**config.mk**
```make
export PLATFORM = sky130hd
export DESIGN_NAME = serial_comparator
export DESIGN_NICKNAME = d
export VERILOG_FILES = /design/src/rtl/comparator_pkg.sv /design/src/rtl/bit_cmp.sv /design/src/rtl/serial_comparator.sv
export SDC_FILE = /design/constraint.sdc
export NUM_CORES = 1
export LEC_CHECK = 0
export BUFFER_PORTS_ARGS = -buffer_cell sky130_fd_sc_hd__clkbuf_2
export CORE_AREA = 2 2 39 41
export CTS_BUF_LIST = sky130_fd_sc_hd__clkbuf_8
export CTS_CLUSTER_DIAMETER = 40
export DETAILED_ROUTE_END_ITERATION = 16
export DIE_AREA = 0 0 41 43
export PLACE_DENSITY = 0.69
export RECOVER_POWER = 25
export REMOVE_ABC_BUFFERS = 1
export SLEW_MARGIN = 20
export SYNTH_ARGS = -nofsm -noshare
export SYNTH_HDL_FRONTEND = slang
export SYNTH_SLANG_ARGS = --single-unit
```
**constraint.sdc**
```tcl
create_clock -name clk -period 2.2 [get_ports clk]
set_input_delay 0.55 -clock clk [delete_from_list [all_inputs] [get_ports clk]]
set_output_delay 0.55 -clock clk [all_outputs]
set_load 0.03 [all_outputs]
```
**src/rtl/comparator_pkg.sv**
```systemverilog
// Shared types and constants for the MSB-first serial magnitude comparator.
// State encoding, result bundle and default word width.
package comparator_pkg;

  localparam int DEFAULT_WIDTH = 8;

  typedef enum logic [1:0] {
    IDLE  = 2'd0,
    SHIFT = 2'd1,
    DONE  = 2'd2
  } state_t;

  typedef struct packed {
    logic eq;
    logic gt;
    logic lt;
  } cmp_res_t;

endpackage

```
**src/rtl/bit_cmp.sv**
```systemverilog
// Single-bit magnitude compare of one serial pair.
// Purely combinational.
module bit_cmp (
  input  logic a,
  input  logic b,
  output logic eq,
  output logic gt,
  output logic lt
);

  assign eq = ~(a ^ b);
  assign gt = a & ~b;
  assign lt = ~a & b;

endmodule

```
**src/rtl/serial_comparator.sv**
```systemverilog
// Compares two WIDTH-bit words streamed MSB first, one pair per valid cycle.
// The first differing pair decides; the result is held until the next start.
module serial_comparator
  import comparator_pkg::*;
#(
  parameter int WIDTH = DEFAULT_WIDTH
) (
  input  logic clk,
  input  logic reset,
  input  logic start,
  input  logic bit_valid,
  input  logic a_bit,
  input  logic b_bit,
  output logic busy,
  output logic done,
  output logic equals,
  output logic a_greater,
  output logic b_greater
);

  localparam int CW = $clog2(WIDTH + 1);
  localparam logic [CW-1:0] LAST = CW'(WIDTH - 1);

  state_t   state, state_n;
  logic [CW-1:0] cnt, cnt_n;
  cmp_res_t flg, flg_n;
  cmp_res_t res, res_n;

  logic pair_eq;
  logic pair_gt;
  logic pair_lt;

  bit_cmp u_bit_cmp (
    .a  (a_bit),
    .b  (b_bit),
    .eq (pair_eq),
    .gt (pair_gt),
    .lt (pair_lt)
  );

  always_ff @(posedge clk) begin
    if (reset) begin
      state <= IDLE;
      cnt   <= '0;
      flg   <= '0;
      res   <= '0;
    end else begin
      state <= state_n;
      cnt   <= cnt_n;
      flg   <= flg_n;
      res   <= res_n;
    end
  end

  always_comb begin
    state_n = state;
    cnt_n   = cnt;
    flg_n   = flg;
    res_n   = res;
    unique case (state)
      IDLE, DONE: begin
        state_n = IDLE;
        if (start) begin
          state_n = SHIFT;
          cnt_n   = '0;
          flg_n   = '{eq: 1'b1, gt: 1'b0, lt: 1'b0};
          res_n   = '0;
        end
      end
      SHIFT: begin
        if (bit_valid) begin
          cnt_n = cnt + CW'(1);
          // Only the first differing pair may decide.
          if (flg.eq && !pair_eq) begin
            flg_n = '{eq: 1'b0, gt: pair_gt, lt: pair_lt};
          end
          if (cnt == LAST) begin
            state_n = DONE;
            res_n   = flg_n;
          end
        end
      end
      default: state_n = IDLE;
    endcase
  end

  assign busy      = (state == SHIFT);
  assign done      = (state == DONE);
  assign equals    = res.eq;
  assign a_greater = res.gt;
  assign b_greater = res.lt;

endmodule

```
Word level (Yosys, flattened, before mapping)
Cells that the tools add are included.

Register bits after elaboration: 12. Bits in latches: 0. Memory bits (writable): 0. ROM bits: 0. Output and inout port bits: 5. Memories: 0.

Add/sub/neg operators: 1. $mul: 0. Div/mod/pow operators: 0. $lt $le $gt $ge: 0. Equality and inequality tests: 6. Shift operators: 0. Multiplexer cells: 15. Bitwise logic cells: 5. Reductions and logical operators: 7.

Operators by type and width (number): 3-bit 2-to-1 mux (6); 3-bit case mux with 2 select lines (2); 4-bit 2-to-1 mux (2); 4-bit case mux with 2 select lines (1); 4-bit by 1-bit adder with 4-bit output, second input constant (1); 4-bit by 3-bit equality test with 1-bit output, second input constant (1); 2-bit 2-to-1 mux (2); 2-bit != test, second input constant (2); 2-bit case mux with 2 select lines (1); 4-bit AND reduction (1); 3-bit AND reduction (1); 1-bit bitwise AND (2); 2-bit by 1-bit equality test with 1-bit output, second input constant (1); 2-bit equality test, second input constant (1); 2-bit logical NOT (1); 2-bit by 1-bit != test with 1-bit output, second input constant (1); 1-bit inverter (2); 2-bit AND reduction (1); 2-bit nonzero test (1); 2-bit OR reduction (1); 1-bit logical AND (1); 1-bit 2-to-1 mux (1); 1-bit bitwise XOR (1).

Logic depth before layout (Yosys ltp)
Gate-level depths: netlist of the first run.

Depth after elaboration: 6. Gate-level depth with buffers: 6. Depth with buffers taken out: 6.

By module
A second synthesis of the first run with hierarchy kept.

Cells, all modules: 64. Area, all modules: 559.3 sq um.

By module, submodules not included: serial_comparator (instances 1, cells each 60, area an instance 526.8 sq um); bit_cmp (instances 1, cells each 4, area an instance 32.5 sq um).

Least setup slack after synthesis of the first run
No wires, ideal clock.

Kind: input port to flip-flop. From: input a_bit. To: register flg[0] (netlist name). Setup time: 0.071 ns. Arrival: 1.562 ns. Data required time: 2.129 ns. Path slack: 0.568 ns. Stages: 6. Path buffers: 0. Cells stage by stage: inv_1 > ha_1 > nor2b_1 > mux2i_1 > or2_2 > a21oi_1.

Cells in the longest elaborated chain, start to end: 5. Elaborated cells between the ends (all ways): 7. Those cells by class: 3 x mux; 3 x bitwise; 1 x reduce/logical.

Ends and longest elaborated chain: start, declared (line serial_comparator.sv:12) `input logic a_bit,`; 1-bit bitwise XOR or 1-bit inverter (tied branches) (line bit_cmp.sv:11, bit_cmp.sv:13); 1-bit logical AND or 1-bit bitwise AND (tied branches) (line serial_comparator.sv:74, bit_cmp.sv:13); 3-bit 2-to-1 mux * (line serial_comparator.sv:74) `if (flg.eq && !pair_eq) begin`; 3-bit 2-to-1 mux * (line serial_comparator.sv:71) `if (bit_valid) begin`; 3-bit case mux with 2 select lines * (line serial_comparator.sv:60) `unique case (state)`; end signal, assigned (line serial_comparator.sv:50) `flg <= flg_n;`; end, declared (line serial_comparator.sv:26) `cmp_res_t flg, flg_n;`.

Mark *: on every way between the ends. The rest lies on a longest branch, timed or not. The select of a mux whose other input is x is not followed. A chain may end at the register's enable or synchronous reset.

Worst setup path after layout of the first run
From: register state[0]. To: output busy.

Cells in the longest elaborated chain, start to end: 1.

Ends and longest elaborated chain: start, declared (line serial_comparator.sv:24) `state_t state, state_n;`; start signal, assigned (line serial_comparator.sv:48) `state <= state_n;`; 2-bit by 1-bit equality test with 1-bit output (line serial_comparator.sv:87) `assign busy = (state == SHIFT);`; end, declared (line serial_comparator.sv:14) `output logic busy,`.

No other way between the ends.

==> out/results.ini, run 1 <==
[power]
power.internal_uw=394
power.total_uw=500
power.share.clock=0.473
switching_component_of_the_power_uw=106
p_leak_uw=0.000265
power_per_cell_area_nw_per_um2=739
power.combinational.fraction=0.076
power.share.switching=0.212
worst_ir_drop_vdd_mv=0.496
p_seq_frac=0.452

[global_route]
grt_max_degree=13
grt_pass1_vias=426
first_pass_grt_wire_length_um=1610
antenna_found_initial=0
grt_usage=0.137
global_route.overflow_total=0

[clock_network]
numCtsBuffers=3
clock_latency_ns=0.24
postCtsSetupBuffers=0
root_buffer=sky130_fd_sc_hd__clkbuf_8
clk_pin_slew_ns=0.05
tritoncts_clock_tree=done
hold_buffers_post_cts=0
htree_num_levels=1
max-clock-path-buffers=2
cts.repair.resized=0
clock_sinks=12

[setup_path]
crit_path_start_kind=flop
worst-endpoint-required_ns=1.65
arrival_ns=1.18
path_max_fanout=6
critical_path.endpoint_type=output port
crit_type=flop to output port

[sta]
tightestPinTransition_ns=0.317
final_min_period_over_clock_period=0.787
skew_ns=0.000850
fmax_mhz=578
fin_setup_tns_ns=0
finalSetupViolCount=0
period_minus_slack_ns=1.73
timing_hold_violations_final=0
timing.final.max_slew_violations=0
max_slew_margin=0.788
rsz_0062_raised_after_global_routing=false

[cells_and_area]
layout.nets=85
filler_cell_count=144
seqCellArea_um2=240
n_antenna_cell=0
post_route_cells_drive_above_1_share=0.227
multi_input_gate_area_in_the_final_layout_um2=304
syn_to_final_growth_pct=20.8

[place]
hpwlAfterDp_um=716
placement.io_buffers=10
place.gp.congestion=0.664

[hold_path]
min_path_type=flop to flop

[synthesis]
synthFlopType=sky130_fd_sc_hd__dfxtp_1
synth.distinct_cells=22
synth-seq-cells=12
synth_largest_area_cell=sky130_fd_sc_hd__dfxtp_1
post_synth.cell_area_avg_um2=8.88
synthDominantCellAreaShare=0.430
post_synth_main_area_contributors=sky130_fd_sc_hd__dfxtp_1, sky130_fd_sc_hd__ha_1, sky130_fd_sc_hd__nand3_1
syn-instance-count=63
syn-cell-area_um2=559
asyncSetResetFlopFracSynth=0
synth.yosys.warnings=0
synth_sequential_area_ratio=0.430
synth_edf_count=0

[route]
router_iterations_before_antenna_repair=3
ant_nets=0
dr_total_vias=467
drc_errors=0
detail_route.wirelength_um=956
detail_route.vias_per_cell=5.13
wl_per_cell_um=10.5
first_iter_violations=12

[die]
fp-row-count=14
floorplan.die.height_um=43
top_level_ports=11
placeableCoreArea_um2=1380
die_x_um=41
effective_utilization_at_floorplan=0.404
die-area_um2=1760

[run]
drv.max_cap_violation_count=0

[status]
outcome=completed

[worst paths after layout]
check             startpoint        end  slack [ns]  cells after the start
setup reg to reg      cnt[0]  b_greater        0.59                      5
hold reg to reg       equals     equals        0.46                      2
hold / removal        equals     equals        0.46                      2
setup / recovery    state[0]       busy        0.47                      2
[logic make-up (layout without fill, tap and decap cells)]
group / after synthesis / after routing / share of synthesized area
flip-flops: 12 / 12 / 0.430
XOR/XNOR: 2 / 2 / 0.0313
AND/OR/NAND/NOR: 30 / 30 / 0.286
adder cells (fa/ha/maj): 3 / 3 / 0.0671
buffers and inverters: 4 / 16 / 0.0269
multiplexers: 5 / 5 / 0.0962
AO/OA/AOI/OAI: 7 / 7 / 0.0626
[registers in the layout, summed over array words and instances (netlist names)]
name and flops:
cnt 4, flg 3, state 2, a_greater 1, b_greater 1, equals 1
[critical path, cell delays in order (launching register included)]
cell                       delay, ns
sky130_fd_sc_hd__dfxtp_1        0.39
sky130_fd_sc_hd__nor2b_1        0.29
sky130_fd_sc_hd__clkbuf_2       0.26
[power groups by stage]
stage          Sequential, uW  Clock [uW]  Combinational, uW
2_1_floorplan             229           0               23.7
3_3_place_gp              230           0               37.9
3_5_place_dp              230           0               38.5
4_1_cts                   225         243               38.7
5_1_grt                   226         252               43.0
6_report                  226         236               37.9
[final cells by class]
type	instances	share of cell area
Tap cell	16	0.0296
Timing Repair Buffer	10	0.0722
Sequential cell	12	0.356
Multi-Input combinational cell	47	0.450
Clock buffer	4	0.0815
Inverter	2	0.0111
[synth_stat cells (2+ instances only)]
library cell and n:
sky130_fd_sc_hd__dfxtp_1 12, sky130_fd_sc_hd__nor3_1 2, sky130_fd_sc_hd__ha_1 3, sky130_fd_sc_hd__clkbuf_1 2, sky130_fd_sc_hd__nand3_1 7, sky130_fd_sc_hd__mux2i_1 2, sky130_fd_sc_hd__a21oi_1 6, sky130_fd_sc_hd__nand2_1 4
sky130_fd_sc_hd__nor2_1 6, sky130_fd_sc_hd__inv_1 2, sky130_fd_sc_hd__mux2_1 2, sky130_fd_sc_hd__or2_2 2, sky130_fd_sc_hd__nor2b_1 4
[placed cells by master, fill, tap and decap left out, types with 2 or more instances in the layout]
cell                       count
sky130_fd_sc_hd__mux2i_1       2
sky130_fd_sc_hd__nor2b_1       4
sky130_fd_sc_hd__a21oi_1       6
sky130_fd_sc_hd__clkbuf_8      4
sky130_fd_sc_hd__ha_1          3
sky130_fd_sc_hd__dfxtp_1      12
sky130_fd_sc_hd__or2_2         2
sky130_fd_sc_hd__nor3_1        2
sky130_fd_sc_hd__inv_1         2
sky130_fd_sc_hd__nand2_1       4
sky130_fd_sc_hd__nand3_1       7
sky130_fd_sc_hd__clkbuf_2      9
sky130_fd_sc_hd__mux2_1        2
sky130_fd_sc_hd__nor2_1        6
[per-stage QoR]
| step | utilization | cells | hold WS [ns] | worst slack (ns) | area (um2) |
|---|---|---|---|---|---|
| after global routing | 0.488 | 91 | 0.497 | 0.402 | 676 |
| final | 0.488 | 91 | 0.464 | 0.469 | 676 |
| after CTS | 0.489 | 91 | 0.470 | 0.464 | 677 |
| after detailed placement | 0.449 | 87 | 0.463 | 0.352 | 622 |
| after floorplan | - | 61 | 0.441 | 0.569 | 552 |
| after global placement | 0.449 | 87 | 0.454 | 0.390 | 622 |
[routing by layer]
layer	global-route usage	part of all wire
met5	0	0
met4	0.0800	0.016
met3	0.0471	0.063
met2	0.213	0.45
met1	0.154	0.47
(Power assumes the default switching activity.)
==> inputs of run 2 (changes only) <==
Clock period 2.2 ns to 1.6 ns, I/O delays scaled along.
==> out/results.ini, run 2 (same netlist as run 1, synthesis figures left out) <==
[cells_and_area]
seqCellArea_um2=243  ; +1.0%
syn_to_final_growth_pct=30.2
multi_input_gate_area_in_the_final_layout_um2=324  ; +6.6%
max_ffs_per_register=4  ; unchanged
final_util=0.526  ; +0.0380
max_flop_register=cnt
n_antenna_cell=0  ; unchanged
mostFrequentLayoutCell=sky130_fd_sc_hd__dfxtp_1
reg.largest.list=cnt x4, flg x3, state x2
layout.nets=89  ; +4.7%
filler_cell_count=139  ; -3.5%
post_route_cells_drive_above_1_share=0.329  ; +0.102
layout_common_cells=sky130_fd_sc_hd__dfxtp_1, sky130_fd_sc_hd__clkbuf_2, sky130_fd_sc_hd__nand3_1

[global_route]
groute.layer.met3.usage=0.0314  ; -0.0157
grt_max_degree=13  ; unchanged
global_route.overflow_total=0  ; unchanged
use_met1=0.161  ; +0.00656
antenna_found_initial=0  ; unchanged
grt_most_used_layer=met2
grt_usage=0.133  ; -0.00404
grt_pass1_vias=420  ; -1.4%
groute.layer.met2.usage=0.222  ; +0.00937
first_pass_grt_wire_length_um=1640  ; +2.2%

[power]
worst_ir_drop_vdd_mv=0.687  ; +39%
p_leak_uw=0.000298  ; +13%
power_per_cell_area_nw_per_um2=969  ; +31%
power.total_uw=705  ; +41%

[sta]
skew_ns=0.00257  ; +0.00172 ns
rsz_0062_raised_after_global_routing=false
fin_setup_tns_ns=0  ; unchanged
timing.final.max_slew_violations=0  ; unchanged
finalSetupViolCount=0  ; unchanged
timing_hold_violations_final=0  ; unchanged
period_minus_slack_ns=1.54
max_slew_margin=0.761  ; -0.0274
fmax_mhz=650
setup_slack_ns=0.0609  ; -0.408 ns
tightestPinTransition_ns=0.360  ; +0.0426 ns
final_min_period_over_clock_period=0.962

[clock_network]
htree_num_levels=1  ; unchanged
clock_sinks=12  ; unchanged
numCtsBuffers=3  ; unchanged
root_buffer=sky130_fd_sc_hd__clkbuf_8
clock_latency_ns=0.24  ; about the same
max-clock-path-buffers=2  ; unchanged
postCtsSetupBuffers=0  ; unchanged
clk_pin_slew_ns=0.05  ; about the same
tritoncts_clock_tree=done

[status]
outcome=completed

[die]
placeableCoreArea_um2=1380  ; unchanged
fp-row-count=14  ; unchanged
die_x_um=41  ; unchanged
effective_utilization_at_floorplan=0.404  ; unchanged
top_level_ports=11  ; unchanged
floorplan.die.height_um=43  ; unchanged
die-area_um2=1760  ; unchanged

[run]
drv.max_cap_violation_count=0  ; unchanged

[route]
wl_per_cell_um=11.0  ; +4.3%
router_iterations_before_antenna_repair=2  ; -1
drc_errors=0  ; unchanged
first_iter_violations=1  ; -11
detail_route.wirelength_um=1040  ; +8.9%
dr_total_vias=475  ; +1.7%
ant_nets=0  ; unchanged
detail_route.vias_per_cell=5.00  ; -2.6%

[setup_path]
worst-endpoint-required_ns=1.78  ; +0.13 ns
path_max_fanout=5  ; -1
arrival_ns=1.72  ; +0.54 ns
crit_type=flop to flop
crit_path_start_kind=flop
critical_path.endpoint_type=flop

[place]
place.gp.congestion=0.664  ; about the same
placement.io_buffers=10  ; unchanged
pre_cts_ws_ns=-0.0568  ; -0.409 ns
hpwlAfterDp_um=748  ; +4.5%

[hold_path]
min_path_type=flop to flop

==> run 2: changes by cell type in the layout (fill, tap and decap cells not counted) <==
cell | previous run | this run
sky130_fd_sc_hd__mux2_4 | 0 | 2
sky130_fd_sc_hd__dfxtp_1 | 12 | 10
sky130_fd_sc_hd__mux2_1 | 2 | 0
sky130_fd_sc_hd__ha_1 | 3 | 2
sky130_fd_sc_hd__buf_4 | 0 | 4
sky130_fd_sc_hd__dfxtp_2 | 0 | 2
sky130_fd_sc_hd__ha_4 | 0 | 1
==> run 2: area by class of cell <==
type / count / share of cell area
clock buffers: 4 / 0.0756
well taps: 16 / 0.0275
flip-flops and latches: 12 / 0.333
inverters: 2 / 0.0103
multi-input cells: 47 / 0.445
repair buffers: 14 / 0.108
==> run 2: timing repair <==
item                                    4_1_cts  5_1_grt
pin swaps                                     1        2
resized for setup                             0        6
hold endpoints to repair                      0        0
hold buffers                                  0        0
endpoints found under the setup margin        1        2
==> run 2: worst paths after layout <==
check	cells after the start	from	endpoint	slack [ns]
worst max-delay path	5	cnt[1]	b_greater	0.06
worst max register to register	5	cnt[1]	b_greater	0.06
worst min register to register	2	flg[1]	flg[1]	0.46
worst min-delay path	2	flg[1]	flg[1]	0.46
==> run 2: power breakdown <==
group	internal [uW]	switching [uW]
Sequential	305	5.36
Combinational	27.5	35.8
Clock	218	114
Total	550	155
==> run 2: stage by stage <==
stage	hold WS, ns	cells	instance area [um2]
after CTS	0.468	95	707
after global placement	0.457	91	652
after detailed placement	0.461	91	652
final	0.464	95	728
after floorplan	0.441	61	552
after global routing	0.489	95	728
==> run 2: metal layers <==
| metal | vias up | wire (um) |
|---|---|---|
| met5 | - | 0 |
| met4 | 0 | 16 |
| met3 | 2 | 51 |
| met2 | 10 | 471 |
| met1 | 216 | 501 |
| li1 | 247 | - |
==> run 2: critical path, stage by stage, from the launching register on <==
cell	delay (ns)
sky130_fd_sc_hd__dfxtp_2	0.36
sky130_fd_sc_hd__ha_4	0.13
sky130_fd_sc_hd__nand4b_1	0.13
sky130_fd_sc_hd__or3b_4	0.46
sky130_fd_sc_hd__mux2_4	0.31
sky130_fd_sc_hd__nor2_1	0.08
